<file path="src/rtl/reg_hazard_ctrl.sv">
// Register hazard controller: tracks in-flight writes in EX/MEM/WB, resolves
// per-source forwarding selects, and raises stall for RAW/load-use hazards.

module reg_hazard_src (
  input  logic            use_i,
  input  logic [4:0]      addr_i,
  input  logic [2:0]      slot_v,   // [0]=EX, [1]=MEM, [2]=WB
  input  logic [2:0][4:0] slot_da,
  input  logic            mem_ld,
  output logic            hazard,
  output logic [1:0]      sel
);
  logic live;

  always_comb begin
    hazard = 1'b0;
    sel    = 2'b00;
    live   = use_i && (addr_i != 5'd0);
    // Youngest match wins: EX first, then MEM, then WB.
    if (live) begin
      if (slot_v[0] && slot_da[0] == addr_i) begin
        hazard = 1'b1;
      end else if (slot_v[1] && slot_da[1] == addr_i) begin
        if (mem_ld) hazard = 1'b1;
        else        sel    = 2'b01;
      end else if (slot_v[2] && slot_da[2] == addr_i) begin
        sel = 2'b10;
      end
    end
  end
endmodule

module reg_hazard_ctrl (
  input  logic        clk,
  input  logic        rst_n,
  input  logic        issue_valid,
  input  logic        issue_rw,
  input  logic        issue_ld,
  input  logic [4:0]  issue_da,
  input  logic [4:0]  issue_aa,
  input  logic [4:0]  issue_ba,
  input  logic        issue_use_a,
  input  logic        issue_use_b,
  input  logic        flush,
  input  logic        mem_ready,
  output logic        stall,
  output logic [1:0]  ha,
  output logic [1:0]  hb,
  output logic        wb_rw,
  output logic [4:0]  wb_da,
  output logic [15:0] stall_cnt
);
  localparam int NUM_SRC = 2;

  typedef struct packed {
    logic       v;
    logic       ld;
    logic [4:0] da;
  } slot_t;

  slot_t       ex_q, ex_d, mem_q, mem_d, issue_ent;
  // WB keeps no load flag: nothing after WB needs it.
  logic        wb_v_q, wb_v_d;
  logic [4:0]  wb_da_q, wb_da_d;
  logic [15:0] stall_cnt_q, stall_cnt_d;

  logic                      mem_hold, issue_fire;
  logic [NUM_SRC-1:0]        src_use, src_haz;
  logic [NUM_SRC-1:0][4:0]   src_addr;
  logic [NUM_SRC-1:0][1:0]   src_sel;
  logic [2:0]                slot_v;
  logic [2:0][4:0]           slot_da;

  assign src_use  = {issue_use_b, issue_use_a};
  assign src_addr = {issue_ba, issue_aa};
  assign slot_v   = {wb_v_q, mem_q.v, ex_q.v};
  assign slot_da  = {wb_da_q, mem_q.da, ex_q.da};

  generate
    for (genvar s = 0; s < NUM_SRC; s++) begin : g_src
      reg_hazard_src u_src (
        .use_i   (src_use[s]),
        .addr_i  (src_addr[s]),
        .slot_v  (slot_v),
        .slot_da (slot_da),
        .mem_ld  (mem_q.ld),
        .hazard  (src_haz[s]),
        .sel     (src_sel[s])
      );
    end
  endgenerate

  always_comb begin
    mem_hold   = mem_q.v & mem_q.ld & ~mem_ready;
    stall      = mem_hold | (issue_valid & (|src_haz));
    issue_fire = issue_valid & ~stall & ~flush;

    issue_ent    = '0;
    issue_ent.v  = 1'b1;
    issue_ent.ld = issue_ld;
    issue_ent.da = issue_da;

    ex_d    = '0;
    mem_d   = mem_q;
    wb_v_d  = 1'b0;
    wb_da_d = 5'd0;

    if (mem_hold) begin
      // Load waiting on memory: EX/MEM freeze, WB drains.
      ex_d = flush ? '0 : ex_q;
    end else begin
      wb_v_d  = mem_q.v;
      wb_da_d = mem_q.da;
      mem_d   = flush ? '0 : ex_q;
      if (issue_fire && issue_rw && issue_da != 5'd0) ex_d = issue_ent;
    end

    stall_cnt_d = stall_cnt_q;
    if (stall && issue_valid && stall_cnt_q != 16'hFFFF)
      stall_cnt_d = stall_cnt_q + 16'd1;
  end

  always_ff @(posedge clk) begin
    if (!rst_n) begin
      ex_q        <= '0;
      mem_q       <= '0;
      wb_v_q      <= 1'b0;
      wb_da_q     <= 5'd0;
      stall_cnt_q <= 16'd0;
    end else begin
      ex_q        <= ex_d;
      mem_q       <= mem_d;
      wb_v_q      <= wb_v_d;
      wb_da_q     <= wb_da_d;
      stall_cnt_q <= stall_cnt_d;
    end
  end

  assign ha        = src_sel[0];
  assign hb        = src_sel[1];
  assign wb_rw     = wb_v_q;
  assign wb_da     = wb_da_q;
  assign stall_cnt = stall_cnt_q;
endmodule

</file>
<file path="config.mk">
export PLATFORM = sky130hd
export DESIGN_NAME = reg_hazard_ctrl
export DESIGN_NICKNAME = d
export VERILOG_FILES = /design/src/rtl/reg_hazard_ctrl.sv
export SDC_FILE = /design/constraint.sdc
export NUM_CORES = 1
export LEC_CHECK = 0
export ABC_AREA = 1
export CORE_ASPECT_RATIO = 1.25
export CORE_UTILIZATION = 44
export DETAILED_ROUTE_END_ITERATION = 7
export HOLD_SLACK_MARGIN = 0.08
export PLACE_DENSITY_LB_ADDON = 0.2
export REMOVE_ABC_BUFFERS = 1
export SETUP_SLACK_MARGIN = 0.1
export SLEW_MARGIN = 5
export SYNTH_ARGS = -nofsm -noshare
export SYNTH_HDL_FRONTEND = slang
export SYNTH_HIERARCHICAL = 1
export SYNTH_SLANG_ARGS = --single-unit
</file>
<file path="constraint.sdc">
create_clock -name clk -period 5.5 [get_ports clk]
set_input_delay 1.1 -clock clk [delete_from_list [all_inputs] [get_ports clk]]
set_output_delay 1.1 -clock clk [all_outputs]
set_load 0.01 [all_outputs]
</file>
==> summary.md, run 1 <==
| Metric | Value |
|---|---|
| Outcome | completed |
| Commonest non-fill, non-tap cell in the layout | nand2_1 |
| Origin of the critical flop-to-flop path | ex_q[0] |
| Clock latency reported for the late side of the worst-skew pair | 290 ps |
| Synthesized netlist cell count | 414 |
| Maximum fanout encountered on the critical timing path | 5 |
| Total number of yosys warnings | 6 |
| Count of placed standard cells in the final layout, fillers left out | 529 |
| Most frequent cells in the layout | nand2_1 (139), inv_1 (50), clkdlybuf4s50_1 (50), nor2_1 (46), dfxtp_1 (36) |
| Post-route fraction of the period consumed by the critical path | 75.4% |
| Register area | 721 µm² |
| CTS Root Cell | clkbuf_8 |
| Max Buffers Root-to-Sink | 2 |
| Worst setup path start | issue_ba[0] |
| Xor-xnor portion of the synthesized cell area | 3.49% |
| Number of nets still failing antenna checks after routing | 0 |
| Largest net degree at the start of global routing | 29 |
| Number of search-and-repair iterations in the first detailed-routing pass | 5 |
| Number of DRC violations after detailed routing | 0 |
| CTS tree | yes |
| Initial antenna violation count | 0 |
| Share of the synthesized area in compound gates (AO/OA/AOI/OAI) | 9.86% |
| Worst hold path class | flip-flop to flip-flop |
| Clock Sink Count | 36 |
| Final weighted congestion of routability-driven global placement | 0.928 |
| Routed wire per std cell | 12.2 µm |
| Post-CTS clock slew at the launch and capture registers of the worst setup and hold paths | 70 ps |
| Cell with the largest stage delay on the worst path | clkdlybuf4s50_1 |
| Data arrival time of the worst path | 3050 ps |
| Congestion Overflow GR | 0 |
| Antenna cells | 0 |
| Wire length of the first global-routing pass | 10.5 mm |
| Capturing element of the worst setup path | stall |
| Actual transition at the worst max-transition pin | 563 ps |
| R2R setup slack | 3250 ps |
| Sequential share of the synthesized area | 28.7% |
| Largest clock skew in the final design | 5.53 ps |
| Register-to-Register Path Depth | 16 |
| Vias per std cell | 4.86 |
| Worst path required time | 4400 ps |
| Final-report setup violation count | 0 |
| Final HPWL DP | 4.97 mm |
| Post-layout nets | 490 |
| Count of pins on the block boundary | 51 |
| Worst IR Drop VDD | 0.151 mV |
| Iteration-0 DRC count of the detailed router | 82 |
| Synthesis-to-finish area growth | 25.1% |
| Buffers and inverters on the worst path | 3 |
| CP Capture Type | output port |
| Routed WL | 6.45 mm |
| Type of origin of the critical path | input pin |
| Number of H-tree branching levels | 2 |
| Worst-case headroom to the max-slew limit | 62.4% |
| # port buffers | 50 |
| Cells after DPL | 522 |
| Number of global-route vias before repair | 2331 |
| Fraction of final layout cells with drive strength greater than 1 | 13.3% |
| #FFs+latches synth | 36 |
| Post-Syn Area | 0.00251 mm² |
| Largest family of logic cells by synthesized area | simple AND/OR/NAND/NOR gates |
| Initial core utilization | 45.8% |
| Power density relative to cell area | 166 mW/mm² |
| Setup tns final | 0 ps |
| Kind of cell adding the most delay to the critical path | buffers and inverters |
| Number of gates resized after CTS | 0 |
| Number of buffers added by the clock tree synthesis step | 5 |
| Setup repair after global routing missed its margin | no |
| Worst setup path class | input pin to output port |
| Count of buffers added by post-CTS timing repair for setup | 0 |
| Number of hold violations in the final report | 0 |
| F_max | 241 MHz |
| Routed vias | 2573 |
| Full die area | 0.00602 mm² |
| Crit-path cells | clkdlybuf4s50_1 -> inv_2 -> nand2_1 -> nand2_1 -> nor2_2 -> nand3_2 -> nand2_2 -> nand2_1 -> nor2_2 -> o21ai_0 -> nand2_1 -> clkdlybuf4s50_1 |
| Pleak | 0.00121 µW |
| Post-route total power | 523 µW |
| Tmin final | 4150 ps |
| Simple-Gate Fraction of Synth Area | 45.5% |
| Number of library cell types mapped by synthesis | 29 |
| Placement Setup Slack | 1360 ps |
| Mux contribution to synthesized area | 0% |
| Multi-input combinational cell area | 0.00149 mm² |
| Fill cell count | 577 |
| X dimension of the die | 69.6 µm |
| Adder-cell area share of the yosys netlist | 0.498% |
| Total number of cells along the worst setup path | 12 |
| Hold_buf cts | 0 |
| Syn Area/Cell | 6.07 µm² |
| Area of the placeable core | 0.00548 mm² |
| Std-Cell Rows | 30 |
| Maxcap violations | 0 |
| Global Route Usage Sum | 22.2% |
| Most frequent cell on the critical path | nand2_1 |
| Post-route worst setup slack | 1350 ps |
| Worst reg2reg endpoint | stall_cnt[12] |
| Final slew viol count | 0 |
| Die Ht | 86.5 µm |
| Delay contributed by the slowest stage of the critical path | 580 ps |
Yosys cell counts:
library cell | count | area [µm²]
a211oi_1 | 5 | 37.5
a21boi_1 | 2 | 15.0
a21oi_1 | 19 | 95.1
a21oi_2 | 8 | 70.1
buf_1 | 2 | 7.51
buf_12 | 1 | 20.0
buf_2 | 2 | 10.0
buf_6 | 1 | 11.3
clkbuf_1 | 1 | 3.75
clkinv_1 | 2 | 7.51
clkinv_2 | 1 | 5.00
dfxtp_1 | 36 | 721
ha_1 | 1 | 12.5
inv_1 | 50 | 188
inv_2 | 13 | 48.8
nand2_1 | 139 | 522
nand2_2 | 6 | 37.5
nand2_4 | 2 | 22.5
nand3_1 | 22 | 110
nand3_2 | 5 | 50.1
nand3b_1 | 1 | 7.51
nand4_1 | 13 | 81.3
nor2_1 | 46 | 173
nor2_2 | 16 | 100
nor2_4 | 3 | 33.8
nor3_1 | 1 | 5.00
o21ai_0 | 6 | 30.0
xnor2_1 | 8 | 70.1
xor2_1 | 2 | 17.5
report_power, final:
group / total (µW) / internal [µW] / switching, µW
registers: 264 / 262 / 1.90
logic: 58.8 / 25.9 / 32.9
clock network: 200 / 111 / 88.8
logic make-up after synthesis:
logic type / count (synthesis)
adders and majority gates: 1
DFF: 36
AOI/OAI and AO/OA: 40
buffers and inverters: 73
and+or+nand+nor: 254
xor gates and xnor gates: 10
per-stage QoR:
step / instance area [µm²] / hold WS [ps] / utilization [%]
2_1_floorplan: 2460 / 443 / -
3_3_place_gp: 3050 / 462 / 55.6
3_5_place_dp: 3050 / 468 / 55.6
4_1_cts: 3140 / 481 / 57.4
5_1_grt: 3140 / 513 / 57.4
6_report: 3140 / 479 / 57.4
final cells by class:
class | count | share of cell area [%]
Multi-Input combinational cell | 305 | 47.4
Sequential cell | 36 | 22.9
Timing Repair Buffer | 51 | 16.2
Inverter | 66 | 7.92
Clock buffer | 7 | 3.06
Tap cell | 64 | 2.55
flip-flops by register name (all words and copies together) (netlist names):
name / count
mem_q: 7
wb_da: 5
wb_rw: 1
stall_cnt: 16
ex_q: 7
worst register-to-register path, cell delays in order, from the launching register on:
cell and delay, ps:
dfxtp_1 430, inv_1 70, nand2_1 60, nand2_1 60
nor2_2 150, nand3_2 120, nand2_2 80, nand2_1 60
nor2_2 90, nor2_1 70, nor2_2 90, nor2_2 90
nor2_4 210, nand2_4 180, inv_2 220, nand2_1 100
a21oi_2 110
worst min path at each step:
stage / startpoint / end / slack [ps] / cells after the start
floorplan: mem_q[6] / wb_rw / 440 / 2
global placement: ex_q[5] / mem_q[5] / 460 / 2
detailed placement: ex_q[5] / mem_q[5] / 470 / 2
CTS: ex_q[5] / mem_q[5] / 480 / 2
global route: ex_q[5] / ex_q[5] / 510 / 2
finish: ex_q[5] / mem_q[5] / 480 / 2
per-layer routing:
| layer | track usage, % | vias to the layer above | wire length (µm) |
|---|---|---|---|
| met5 | 0 | - | 0 |
| met4 | 12.2 | 0 | 289 |
| met3 | 3.02 | 21 | 219 |
| met2 | 41.6 | 65 | 3300 |
| met1 | 23.9 | 1110 | 2640 |
| li1 | - | 1377 | - |
Power figures use the tool's default switching activity.
==> inputs of run 2 (changes only) <==
Clock period 5.5 ns to 3.5 ns, I/O delays scaled along.
==> summary.md, run 2 (same netlist as run 1, synthesis figures left out) <==
| Metric | Value |
|---|---|
| Placement Setup Slack | 142 ps |
| Worst setup path class | input pin to output port |
| Kind of cell adding the most delay to the critical path | buffers and inverters |
| Number of global-route vias before repair | 2509 |
| Number of flip-flops under the largest register name | 16 |
| Final-report setup violation count | 0 |
| Full die area | 0.00602 mm² |
| Worst path required time | 2800 ps |
| Buffers and inverters on the worst path | 3 |
| Type of origin of the critical path | input pin |
| Actual transition at the worst max-transition pin | 566 ps |
| Worst hold path class | flip-flop to flip-flop |
| Crit-path cells | clkdlybuf4s50_1 -> inv_2 -> a21boi_1 -> nand3_1 -> nor2_1 -> nand2_1 -> nor2_1 -> clkdlybuf4s50_1 |
| Delay contributed by the slowest stage of the critical path | 540 ps |
| Worst setup path start | issue_aa[3] |
| Final weighted congestion of routability-driven global placement | 1.01 |
| Fill cell count | 574 |
| Max Buffers Root-to-Sink | 2 |
| Number of buffers added by the clock tree synthesis step | 5 |
| # port buffers | 50 |
| X dimension of the die | 69.6 µm |
| Post-route fraction of the period consumed by the critical path | 87.2% |
| Number of H-tree branching levels | 2 |
| Area of the placeable core | 0.00548 mm² |
| CP Capture Type | output port |
| Synthesis-to-finish area growth | 26.2% |
| Data arrival time of the worst path | 2350 ps |
| Wire length of the first global-routing pass | 10.9 mm |
| F_max | 327 MHz |
| Global Route Usage Sum | 22.9% |
| Commonest non-fill, non-tap cell in the layout | nand2_1 |
| Count of placed standard cells in the final layout, fillers left out | 529 |
| Final slew viol count | 0 |
| Number of search-and-repair iterations in the first detailed-routing pass | 4 |
| CTS tree | yes |
| Largest clock skew in the final design | 3.50 ps |
| Register-to-Register Path Depth | 15 |
| Congestion Overflow GR | 0 |
| Fraction of final layout cells with drive strength greater than 1 | 13.3% |
| Die Ht | 86.5 µm |
| Maxcap violations | 0 |
| Clock latency reported for the late side of the worst-skew pair | 290 ps |
| Routed wire per std cell | 12.1 µm |
| Number of cells traversed by the worst hold path | 2 |
| Clock Sink Count | 36 |
| Maximum fanout encountered on the critical timing path | 5 |
| Pleak | 0.00130 µW |
| Worst-case headroom to the max-slew limit | 62.2% |
| Initial core utilization | 45.8% |
| Iteration-0 DRC count of the detailed router | 124 |
| Std-Cell Rows | 30 |
| Power density relative to cell area | 260 mW/mm² |
| Routed vias | 2635 |
| Count of pins on the block boundary | 51 |
| Setup repair after global routing missed its margin | no |
| Routed WL | 6.42 mm |
| Antenna cells | 0 |
| Origin of the critical flop-to-flop path | ex_q[3] |
| Final HPWL DP | 5.10 mm |
| Setup tns final | 0 ps |
| Number of DRC violations after detailed routing | 0 |
| Outcome | completed |
| Post-layout nets | 490 |
| Number of hold violations in the final report | 0 |
| Cells after DPL | 522 |
| Cell with the largest stage delay on the worst path | clkdlybuf4s50_1 |
| Largest net degree at the start of global routing | 29 |
| Vias per std cell | 4.98 |
| Total number of cells along the worst setup path | 8 |
| Post-CTS clock slew at the launch and capture registers of the worst setup and hold paths | 70 ps |
| Number of nets still failing antenna checks after routing | 0 |
| Hold Startpoint | ex_q[5] |
| Tmin final | 3050 ps |
| Post-route worst setup slack | 446 ps |
| Most frequent cells in the layout | nand2_1 (139), inv_1 (50), nor2_1 (46), clkdlybuf4s50_1 (41), dfxtp_1 (36) |
| CTS Root Cell | clkbuf_8 |
| Count of buffers added by post-CTS timing repair for setup | 0 |
| Initial antenna violation count | 0 |
| Worst IR Drop VDD | 0.210 mV |
## run 2: changes by cell type in the layout (fill, tap and decap cells not counted)
cell and delta:
dlymetal6s2s_1 +9, clkdlybuf4s50_1 -9, nor2_4 +1, nor2_2 -1
## run 2: path summary, 6_finish.rpt
check	endpoint	slack [ps]
hold reg to reg	mem_q[5]	470
hold / removal	mem_q[5]	470
setup / recovery	ha[1]	450
setup reg to reg	stall_cnt[13]	1260
## run 2: layer usage
layer	part of all wire, %	track usage [%]	vias up	wire, µm
met1	39	24.0	1156	2500
met5	0	0	-	0
li1	-	-	1377	-
met4	6.1	16.3	0	393
met2	51	41.7	77	3260
met3	4.1	3.49	25	264
## run 2: report_power, final
| part | switching [µW] | internal, µW | leakage, µW |
|---|---|---|---|
| clock | 143 | 175 | 0.0000503 |
| sequential | 3.06 | 412 | 0.000290 |
| combinational | 51.9 | 39.7 | 0.000960 |
| total | 198 | 627 | 0.00130 |
## run 2: tightest hold or removal path, cell delays in order (launching register included)
cell and delay, ps:
dfxtp_1 320, nand2_1 60, a21oi_1 50
## run 2: final cells by class
| cell class | count | area (µm²) | area share (%) |
|---|---|---|---|
| flip-flops and latches | 36 | 721 | 22.7 |
| inverters | 66 | 249 | 7.85 |
| multi-input cells | 305 | 1500 | 47.1 |
| clock buffers | 7 | 96.3 | 3.04 |
| well taps | 64 | 80.1 | 2.52 |
| repair buffers | 51 | 531 | 16.7 |
## run 2: per-stage QoR
step	utilization, %	hold WS (ps)	total power [µW]	instance area [µm²]
2_1_floorplan	-	443	470	2460
3_3_place_gp	55.6	462	516	3050
3_5_place_dp	55.6	470	517	3050
4_1_cts	57.4	477	835	3140
5_1_grt	57.9	493	866	3170
6_report	57.9	475	825	3170
## run 2: what timing repair did
action / CTS / global route
setup endpoints to repair: 0 / 1
endpoints found under the hold margin: 0 / 0
hold buffers: 0 / 0
resized for setup: 0 / 10
